### config.mk
export PLATFORM = sky130hd
export DESIGN_NAME = pwm_frame_loader
export DESIGN_NICKNAME = d
export VERILOG_FILES = /design/src/rtl/pwm_pkg.sv /design/src/rtl/pwm_chan_sched.sv /design/src/rtl/pwm_frame_loader.sv
export SDC_FILE = /design/constraint.sdc
export NUM_CORES = 2
export LEC_CHECK = 0
export ABC_AREA = 1
export CAP_MARGIN = 10
export CELL_PAD_IN_SITES_DETAIL_PLACEMENT = 1
export CELL_PAD_IN_SITES_GLOBAL_PLACEMENT = 1
export CORE_AREA = 5 5 400 362
export DETAILED_ROUTE_END_ITERATION = 8
export DIE_AREA = 0 0 405 367
export HOLD_SLACK_MARGIN = 0.03
export PLACE_DENSITY_LB_ADDON = 0.25
export SYNTH_ARGS = -nofsm -noshare
export SYNTH_HDL_FRONTEND = slang
export SYNTH_SLANG_ARGS = --single-unit
### constraint.sdc
create_clock -name clk -period 15.61 [get_ports clk]
set_input_delay 1.561 -clock clk [delete_from_list [all_inputs] [get_ports clk]]
set_output_delay 1.561 -clock clk [all_outputs]
set_load 0.005 [all_outputs]
### src/rtl/pwm_pkg.sv
// Shared constants and types for the PWM engine and its frame loader.
// The engine and the loader must agree on channel count and widths.
package pwm_pkg;
   localparam int PWM_NCH   = 16;
   localparam int PWM_IDX_W = 4;
   localparam int PWM_TGT_W = 64;

   typedef logic [PWM_TGT_W-1:0] pwm_target_t;
   typedef logic [PWM_IDX_W-1:0] pwm_idx_t;

   typedef enum logic [1:0] {IDLE, ARMED, SWEEP} loader_state_e;
endpackage

### src/rtl/pwm_chan_sched.sv
// Channel scheduler: en-gated index counter wrapping NCH-1 -> 0.
// Shared with the engine so both sides always point at the same channel.
module pwm_chan_sched
   import pwm_pkg::*;
#(
   parameter int NCH   = PWM_NCH,
   parameter int IDX_W = $clog2(NCH)
) (
   input  logic             clk,
   input  logic             rst_n,
   input  logic             en_i,
   output logic [IDX_W-1:0] idx_o
);
   logic [IDX_W-1:0] idx_q, idx_d;

   always_comb begin
      idx_d = idx_q;
      if (en_i) idx_d = (idx_q == IDX_W'(NCH-1)) ? '0 : idx_q + 1'b1;
   end

   always_ff @(posedge clk or negedge rst_n) begin
      if (!rst_n) idx_q <= '0;
      else        idx_q <= idx_d;
   end

   assign idx_o = idx_q;
endmodule

### src/rtl/pwm_frame_loader.sv
// Stages per-channel PWM targets and replays them to the engine across one
// full channel sweep starting at channel 0, so all updates land in one frame.
module pwm_frame_loader
   import pwm_pkg::*;
#(
   parameter int NCH   = PWM_NCH,
   parameter int IDX_W = $clog2(NCH),
   parameter int TGT_W = PWM_TGT_W
) (
   input  logic             clk,
   input  logic             rst_n,
   input  logic             en,
   input  logic             req_valid,
   output logic             req_ready,
   input  logic [IDX_W-1:0] req_ch,
   input  logic [TGT_W-1:0] req_target,
   output logic             req_overwrite,
   input  logic             apply_valid,
   output logic             apply_ready,
   output logic             apply_done,
   output logic             upd_en,
   output logic [IDX_W-1:0] upd_idx,
   output logic [TGT_W-1:0] upd_target
);
   loader_state_e    state_q, state_d;
   logic [IDX_W-1:0] idx;
   logic             rdy_q, ov_q, done_q;
   logic [NCH-1:0]   stg_vld_q, stg_vld_d, arm_vld_q, arm_vld_d;
   logic [TGT_W-1:0] stg_tgt_q [NCH];
   logic [TGT_W-1:0] arm_tgt_q [NCH];
   logic             req_take, apply_take, stg_any, arm_go, sweep_end, active;

   pwm_chan_sched #(.NCH(NCH), .IDX_W(IDX_W)) u_sched (
      .clk   (clk),
      .rst_n (rst_n),
      .en_i  (en),
      .idx_o (idx)
   );

   assign req_take   = req_valid && rdy_q;
   assign apply_take = apply_valid && apply_ready;
   assign stg_any    = |stg_vld_q;
   assign arm_go     = apply_take && stg_any;
   assign sweep_end  = (state_q == SWEEP) && en && (idx == IDX_W'(NCH-1));

   // FSM: state register
   always_ff @(posedge clk or negedge rst_n) begin
      if (!rst_n) state_q <= IDLE;
      else        state_q <= state_d;
   end

   // FSM: next state
   always_comb begin
      state_d = state_q;
      unique case (state_q)
         IDLE:    if (arm_go) state_d = ARMED;
         ARMED:   if (en && idx == '0) state_d = SWEEP;
         SWEEP:   if (sweep_end) state_d = IDLE;
         default: state_d = IDLE;
      endcase
   end

   // FSM: outputs, purely from registers so the engine sees them with zero latency
   always_comb begin
      apply_ready = rdy_q && (state_q == IDLE);
      active      = ((state_q == ARMED) && idx == '0) || (state_q == SWEEP);
      upd_en      = active && arm_vld_q[idx];
      upd_idx     = idx;
      upd_target  = upd_en ? arm_tgt_q[idx] : '0;
   end

   // A write in the same cycle as an accepted apply lands in the freshly cleared bank
   always_comb begin
      stg_vld_d = stg_vld_q;
      if (arm_go)   stg_vld_d = '0;
      if (req_take) stg_vld_d[req_ch] = 1'b1;
   end

   always_comb begin
      arm_vld_d = arm_vld_q;
      if (sweep_end) arm_vld_d = '0;
      if (arm_go)    arm_vld_d = stg_vld_q;
   end

   always_ff @(posedge clk or negedge rst_n) begin
      if (!rst_n) begin
         rdy_q     <= 1'b0;
         ov_q      <= 1'b0;
         done_q    <= 1'b0;
         stg_vld_q <= '0;
         arm_vld_q <= '0;
      end else begin
         rdy_q     <= 1'b1;
         ov_q      <= req_take && stg_vld_q[req_ch] && !arm_go;
         done_q    <= (apply_take && !stg_any) || sweep_end;
         stg_vld_q <= stg_vld_d;
         arm_vld_q <= arm_vld_d;
      end
   end

   // Target data is qualified by the valid bits, so it carries no reset
   always_ff @(posedge clk) begin
      if (req_take) stg_tgt_q[req_ch] <= req_target;
      if (arm_go)   arm_tgt_q <= stg_tgt_q;
   end

   assign req_ready     = rdy_q;
   assign req_overwrite = ov_q;
   assign apply_done    = done_q;
endmodule
* After elaboration in Yosys (flattened, before gate mapping)
Index checks and enable logic that the tools add are counted.
** Storage, ports and cells
- Register bits :: 2089
- Bits of input ports :: 73
- Output and inout bits :: 73
- Word-level logic and storage cells :: 100
** Cells by class
- Add/subtract/negate cells :: 1
- Magnitude comparators :: 6
- Equality and inequality tests :: 6
- Muxes and demuxes :: 22
- Bitwise operators :: 3
- Reductions and logical operators :: 23
** Operator list (number)
- $bwmux W1024 :: 1
- $bmux W64 S4 :: 1
- $demux W64 S4 :: 1
- $mux W64 :: 4
- $mux W16 :: 4
- $or A16 B16 Y16 :: 1
- $reduce_or A16 Y1 :: 1
- $logic_and A1 B1 Y1 :: 14
- $ge A5 B5 Y1 const B :: 2
- $lt A4 B5 Y1 const B :: 2
- $not A4 Y5 :: 2
- $bmux W1 S4 :: 2
- $mux W2 :: 3
- $ne A2 B2 Y1 const B :: 3
- $pmux W2 S3 :: 1
- $lt A5 B1 Y1 const B :: 1
- $add A4 B1 Y4 const B :: 1
- $demux W1 S4 :: 1
- $eq A4 B4 Y1 const B :: 1
- $ge A4 B1 Y1 const B :: 1
- $logic_not A4 Y1 :: 1
- $mux W4 :: 1
- $mux W1 :: 3
- $reduce_and A3 Y1 :: 1
- 6 further kinds :: 8

* Depth between registers and ports, before layout
- Depth after elaboration :: 7
- Mapped depth :: 12
- Depth with buffers taken out :: 8

* Modules after synthesis
A second synthesis with hierarchy kept.
** Second synthesis, totals
- Cell total of the unflattened synthesis :: 4719
- Area total of the unflattened synthesis :: 73777.0 µm²
** Modules (own cells, without submodules)
- pwm_frame_loader :: times used 1, cells each 4696, area an instance 73584.3 µm², seq. area each 62424.9 µm²
- pwm_chan_sched :: times used 1, cells each 23, area an instance 192.7 µm², seq. area each 100.1 µm²

* Worst setup path before layout
OpenSTA, ideal clock, no wires.
- Path type :: input to register
- Start :: input port apply_valid
- End :: register arm_tgt_q[0] (netlist name), enable pin
- Setup time :: 0.952 ns
- Data arrival time :: 13.687 ns
- Data required time :: 14.658 ns
- Slack :: 0.971 ns
- Cell stages on the path :: 4
- Buffers on the path :: 1
- Path through :: and2_1 > nand2_2 > inv_2 > buf_2
** On the way
- Cells in the longest elaborated chain, start to end :: 2
** Ends and longest elaborated chain
- from (decl) :: RTL line pwm_frame_loader.sv:18 : input logic apply_valid,
- $logic_and A1 B1 Y1 :: RTL line pwm_frame_loader.sv:41 : assign apply_take = apply_valid && apply_ready;
- $logic_and A1 B1 Y1 :: RTL line pwm_frame_loader.sv:43 : assign arm_go = apply_take && stg_any;
- net arm_go :: RTL line pwm_frame_loader.sv:31 : logic req_take, apply_take, stg_any, arm_go, sweep_end, active;
- to (signal assigned) :: RTL line pwm_frame_loader.sv:104 : if (arm_go) arm_tgt_q <= stg_tgt_q;
- to (decl) :: RTL line pwm_frame_loader.sv:30 : logic [TGT_W-1:0] arm_tgt_q [NCH];
The timed path passes the listed nets, and every way through them passes these cells.
A chain may end at the register's enable or synchronous reset.

* Worst setup path in the final report
- Start :: register u_sched.idx_q[0] (netlist: u_sched.idx_o[0])
- End :: output port upd_target[28]
** On the way
- Cells in the longest elaborated chain, start to end :: 5
- Elaborated cells between the ends (all ways) :: 11
- Classes of those cells :: 6 x mux; 1 x bitwise; 4 x reduce/logical
** Ends and longest elaborated chain
- from (decl) :: RTL line pwm_chan_sched.sv:14 : logic [IDX_W-1:0] idx_q, idx_d;
- from (signal assigned) :: RTL line pwm_chan_sched.sv:23 : else idx_q <= idx_d;
- $not A4 Y5 (implied by the code) or $logic_not A4 Y1 (tied branches) :: RTL line pwm_frame_loader.sv:69, pwm_frame_loader.sv:66
- $bmux W64 S4 or $logic_and A1 B1 Y1 (tied branches) :: RTL line pwm_frame_loader.sv:69, pwm_frame_loader.sv:66
- $mux W64 (implied by the code) or $logic_or A1 B1 Y1 (tied branches) :: RTL line pwm_frame_loader.sv:69, pwm_frame_loader.sv:66
- $mux W64 (implied by the code) or $logic_and A1 B1 Y1 (tied branches) :: RTL line pwm_frame_loader.sv:69, pwm_frame_loader.sv:67
- $mux W64 * :: RTL line pwm_frame_loader.sv:69 : upd_target = upd_en ? arm_tgt_q[idx] : '0;
- to (decl) :: RTL line pwm_frame_loader.sv:23 : output logic [TGT_W-1:0] upd_target
Every way passes the cells marked *; elsewhere a longest branch is shown, timed or not. The select of a mux whose other input is x is not followed.

==> flow_summary.yaml <==
run_status:
  status: "finished clean"
floorplanning:
  ios: 146
  core_area_um2: 141000
  dieArea_um2: 149000
  die_w_um: 405
  die-height_um: 367
  num_rows: 131
  start_util_pct: 52.4
clock_tree:
  root_buffer: "clkbuf_16"
  clkLatencyLatePin_ns: 0.81
  post_cts_buffers: 0
  cts_max_level: 4
  cts_buffer_depth: 3
  cts_buffers: 199
  clk_pin_slew_worst_paths_ns: 0.06
  cts_tree: "built"
  cts.sinks: 2089
  cts_hold_buf: 0
  cts_resized: 0
sta:
  max_freq_ghz: 0.135
  fin_crit_ns: 7.40
  rsz0062_at_grt: "false"
  maxSlewHeadroom_pct: 20.7
  finalCritPeriodShare_pct: 47.4
  hold_viol_final: 0
  setup_viol: 0
  tns_ns: 0
  maxSlewViolCount: 0
  tightest_slew_ns: 1.19
  skew_ns: 0.0283
place:
  place_hpwl_um: 92400
  place.port_buffers: 145
  place_congestion: 0.732
  placed_cell_area_um2: 77000
min_path:
  min_from: "stg_tgt_q[394]$_DFFE_PP_"
  hp-class: "reg -> reg"
logic_synthesis:
  synthFlopType: "edfxtp_1"
  ys_warn_count: 0
  yosysUniqueCellTypes: 27
  avgSynthCellArea_um2: 15.7
  synth_seq_area_share_pct: 84.8
  synthCells: 4702
  synthesis.nets: 4777
  ys_ff_latch: 2089
  async_flop_share_pct: 1.96
  synth_enable_flop_cells: 2048
  synth_area_um2: 73700
worst_setup_path:
  worstPathRequired_ns: 14.05
  crit_type: "reg -> out"
  cp_max_fo: 216
  slowest_stage: "buf_4"
  r2r_cells: 7
  cp.arrival_ns: 5.84
  r2r_end: "arm_tgt_q[598]$_DFFE_PP_"
  r2r_slack_ns: 10.51
  crit_path_end: "upd_target[28]"
  critPathMaxStageDelay_ns: 0.83
  startpoint_type: "register"
  path_cells: "inv_16, buf_4, buf_4, nand2_1, nand3_1, nand2_1, nand2_1, nand4_1, nor2_1, clkdlybuf4s50_1"
  cpMostUsedCell: "nand2_1"
  timing.rr.start: "state_q[1]$_DFFE_PN0P_"
  startpoint: "u_sched.idx_o[0]$_DFFE_PN0P_"
  end_kind: "output port"
route:
  drt_wl_total_um: 184000
  drtAntennaViolNets: 0
  first_pass_iters: 7
  drc_errors: 0
  via_per_inst: 5.69
  drt-initial-drc-count: 3541
  wl_per_cell_um: 26.5
  vias: 39398
global_route:
  grt_pass1_wl_um: 271000
  antenna_found_initial: 15
  overflow: 0
  track_usage_pct: 24.7
  grt_pass1_vias: 42054
  grt_max_degree: 217
cells_and_area:
  fin_nets: 4978
  drive_gt1_share_pct: 7.32
  final_area_um2: 83300
  syn_to_final_growth_pct: 12.9
pwr:
  ir_drop_uv: 196
  powerDensity_nw_per_um2: 174
  leakage_uw: 0.0287
run:
  cap_violations: 0
[layout by cell type (no fill, tap or decap), types with 2 or more instances in the layout]
cell | synthesis | layout
inv_8 | 0 | 2
inv_16 | 0 | 2
bufinv_16 | 0 | 14
edfxtp_1 | 2048 | 2048
clkbuf_16 | 0 | 206
inv_6 | 0 | 3
nand4_1 | 65 | 65
nor2_4 | 0 | 19
clkinv_2 | 0 | 44
clkinv_8 | 0 | 2
nand3_1 | 526 | 526
diode_2 | 0 | 10
dfrtp_4 | 0 | 2
o21ai_0 | 26 | 26
o22ai_1 | 17 | 17
clkinv_1 | 0 | 48
clkinvlp_4 | 0 | 3
inv_1 | 38 | 37
buf_12 | 0 | 4
buf_4 | 44 | 62
dfrtp_1 | 41 | 39
clkbuf_1 | 38 | 31
ha_1 | 2 | 2
nand2_1 | 1612 | 1612
clkdlybuf4s50_1 | 0 | 144
nor2_1 | 102 | 83
[worst min-delay path by stage]
stage	to	slack, ns	depth (start not counted)
final	arm_tgt_q[394]$_DFFE_PP_	0.40	0
after global routing	arm_tgt_q[146]$_DFFE_PP_	0.41	0
after CTS	arm_tgt_q[357]$_DFFE_PP_	0.41	0
after detailed placement	arm_tgt_q[13]$_DFFE_PP_	0.41	0
after global placement	arm_tgt_q[241]$_DFFE_PP_	0.40	0
after floorplan	arm_tgt_q[0]$_DFFE_PP_	0.40	0
[where the power goes]
part / switching, uW / internal [uW] / leakage (uW)
sequential: 182 / 6650 / 0.0192
combinational: 2240 / 747 / 0.00646
clock: 2000 / 2630 / 0.00307
[state kept, by name, summed over array words and instances (netlist names)]
register / cells
arm_tgt_q: 1024
stg_tgt_q: 1024
arm_vld_q: 16
stg_vld_q: 16
u_sched.idx_o: 4
state_q: 2
apply_done: 1
req_overwrite: 1
req_ready: 1
[cell usage after synthesis, types with 2 or more instances]
cell	n	area, um^2
nand4_1	65	407
o21ai_0	26	130
ha_1	2	25.0
buf_6	23	259
inv_1	38	143
inv_2	3	11.3
nand2_1	1612	6050
edfxtp_1	2048	61500
buf_2	89	445
nor2_1	102	383
nand3_1	526	2630
buf_4	44	330
dfrtp_1	41	1030
o22ai_1	17	106
buf_1	17	63.8
clkbuf_1	38	143
[stage by stage]
stage | hold slack [ns] | util [%] | setup WS, ns | std cells | power [uW]
3_3_place_gp | 0.400 | 54.8 | 9.25 | 6564 | 9760
5_1_grt | 0.411 | 59.2 | 8.09 | 6920 | 15100
4_1_cts | 0.407 | 59.2 | 8.33 | 6917 | 14600
3_5_place_dp | 0.405 | 54.8 | 9.04 | 6564 | 9930
6_report | 0.401 | 59.2 | 8.21 | 6927 | 14400
2_1_floorplan | 0.400 | - | 0.971 | 4702 | 9090
[kinds of logic (layout without fill, tap and decap cells)]
group | after synthesis | in the layout | synth area share (%)
xor+xnor | 2 | 2 | 0.0238
other cells | 1 | 11 | 0.00509
compound gates | 47 | 47 | 0.356
buf+inv | 253 | 606 | 1.90
simple gates | 2308 | 2308 | 12.9
flops | 2089 | 2089 | 84.8
fa+ha+maj | 2 | 2 | 0.0339
[per-layer routing]
| layer | up-vias | GRT usage, % | wire length, um |
|---|---|---|---|
| li1 | 17283 | - | - |
| met1 | 20403 | 32.9 | 73500 |
| met2 | 1385 | 42.3 | 93300 |
| met3 | 319 | 3.99 | 11600 |
| met4 | 8 | 7.61 | 5120 |
| met5 | - | 0 | 51 |
[worst max-delay path: cells and delay by family, from the launching register on]
kind	cells	cell delay, ns
buffers and inverters	4	2.79
DFF	1	0.80
and+or+nand+nor	6	0.95
[layout make-up]
class	instances	area, um^2
clock inverters	116	952
fillers	12767	57400
well taps	1862	2330
repair buffers	211	1990
clock buffers	237	5270
flip-flops and latches	2089	62500
multi-input cells	2360	9960
inverters	42	191
diodes	10	25.0
No activity file was read; power rests on OpenSTA's default activity.
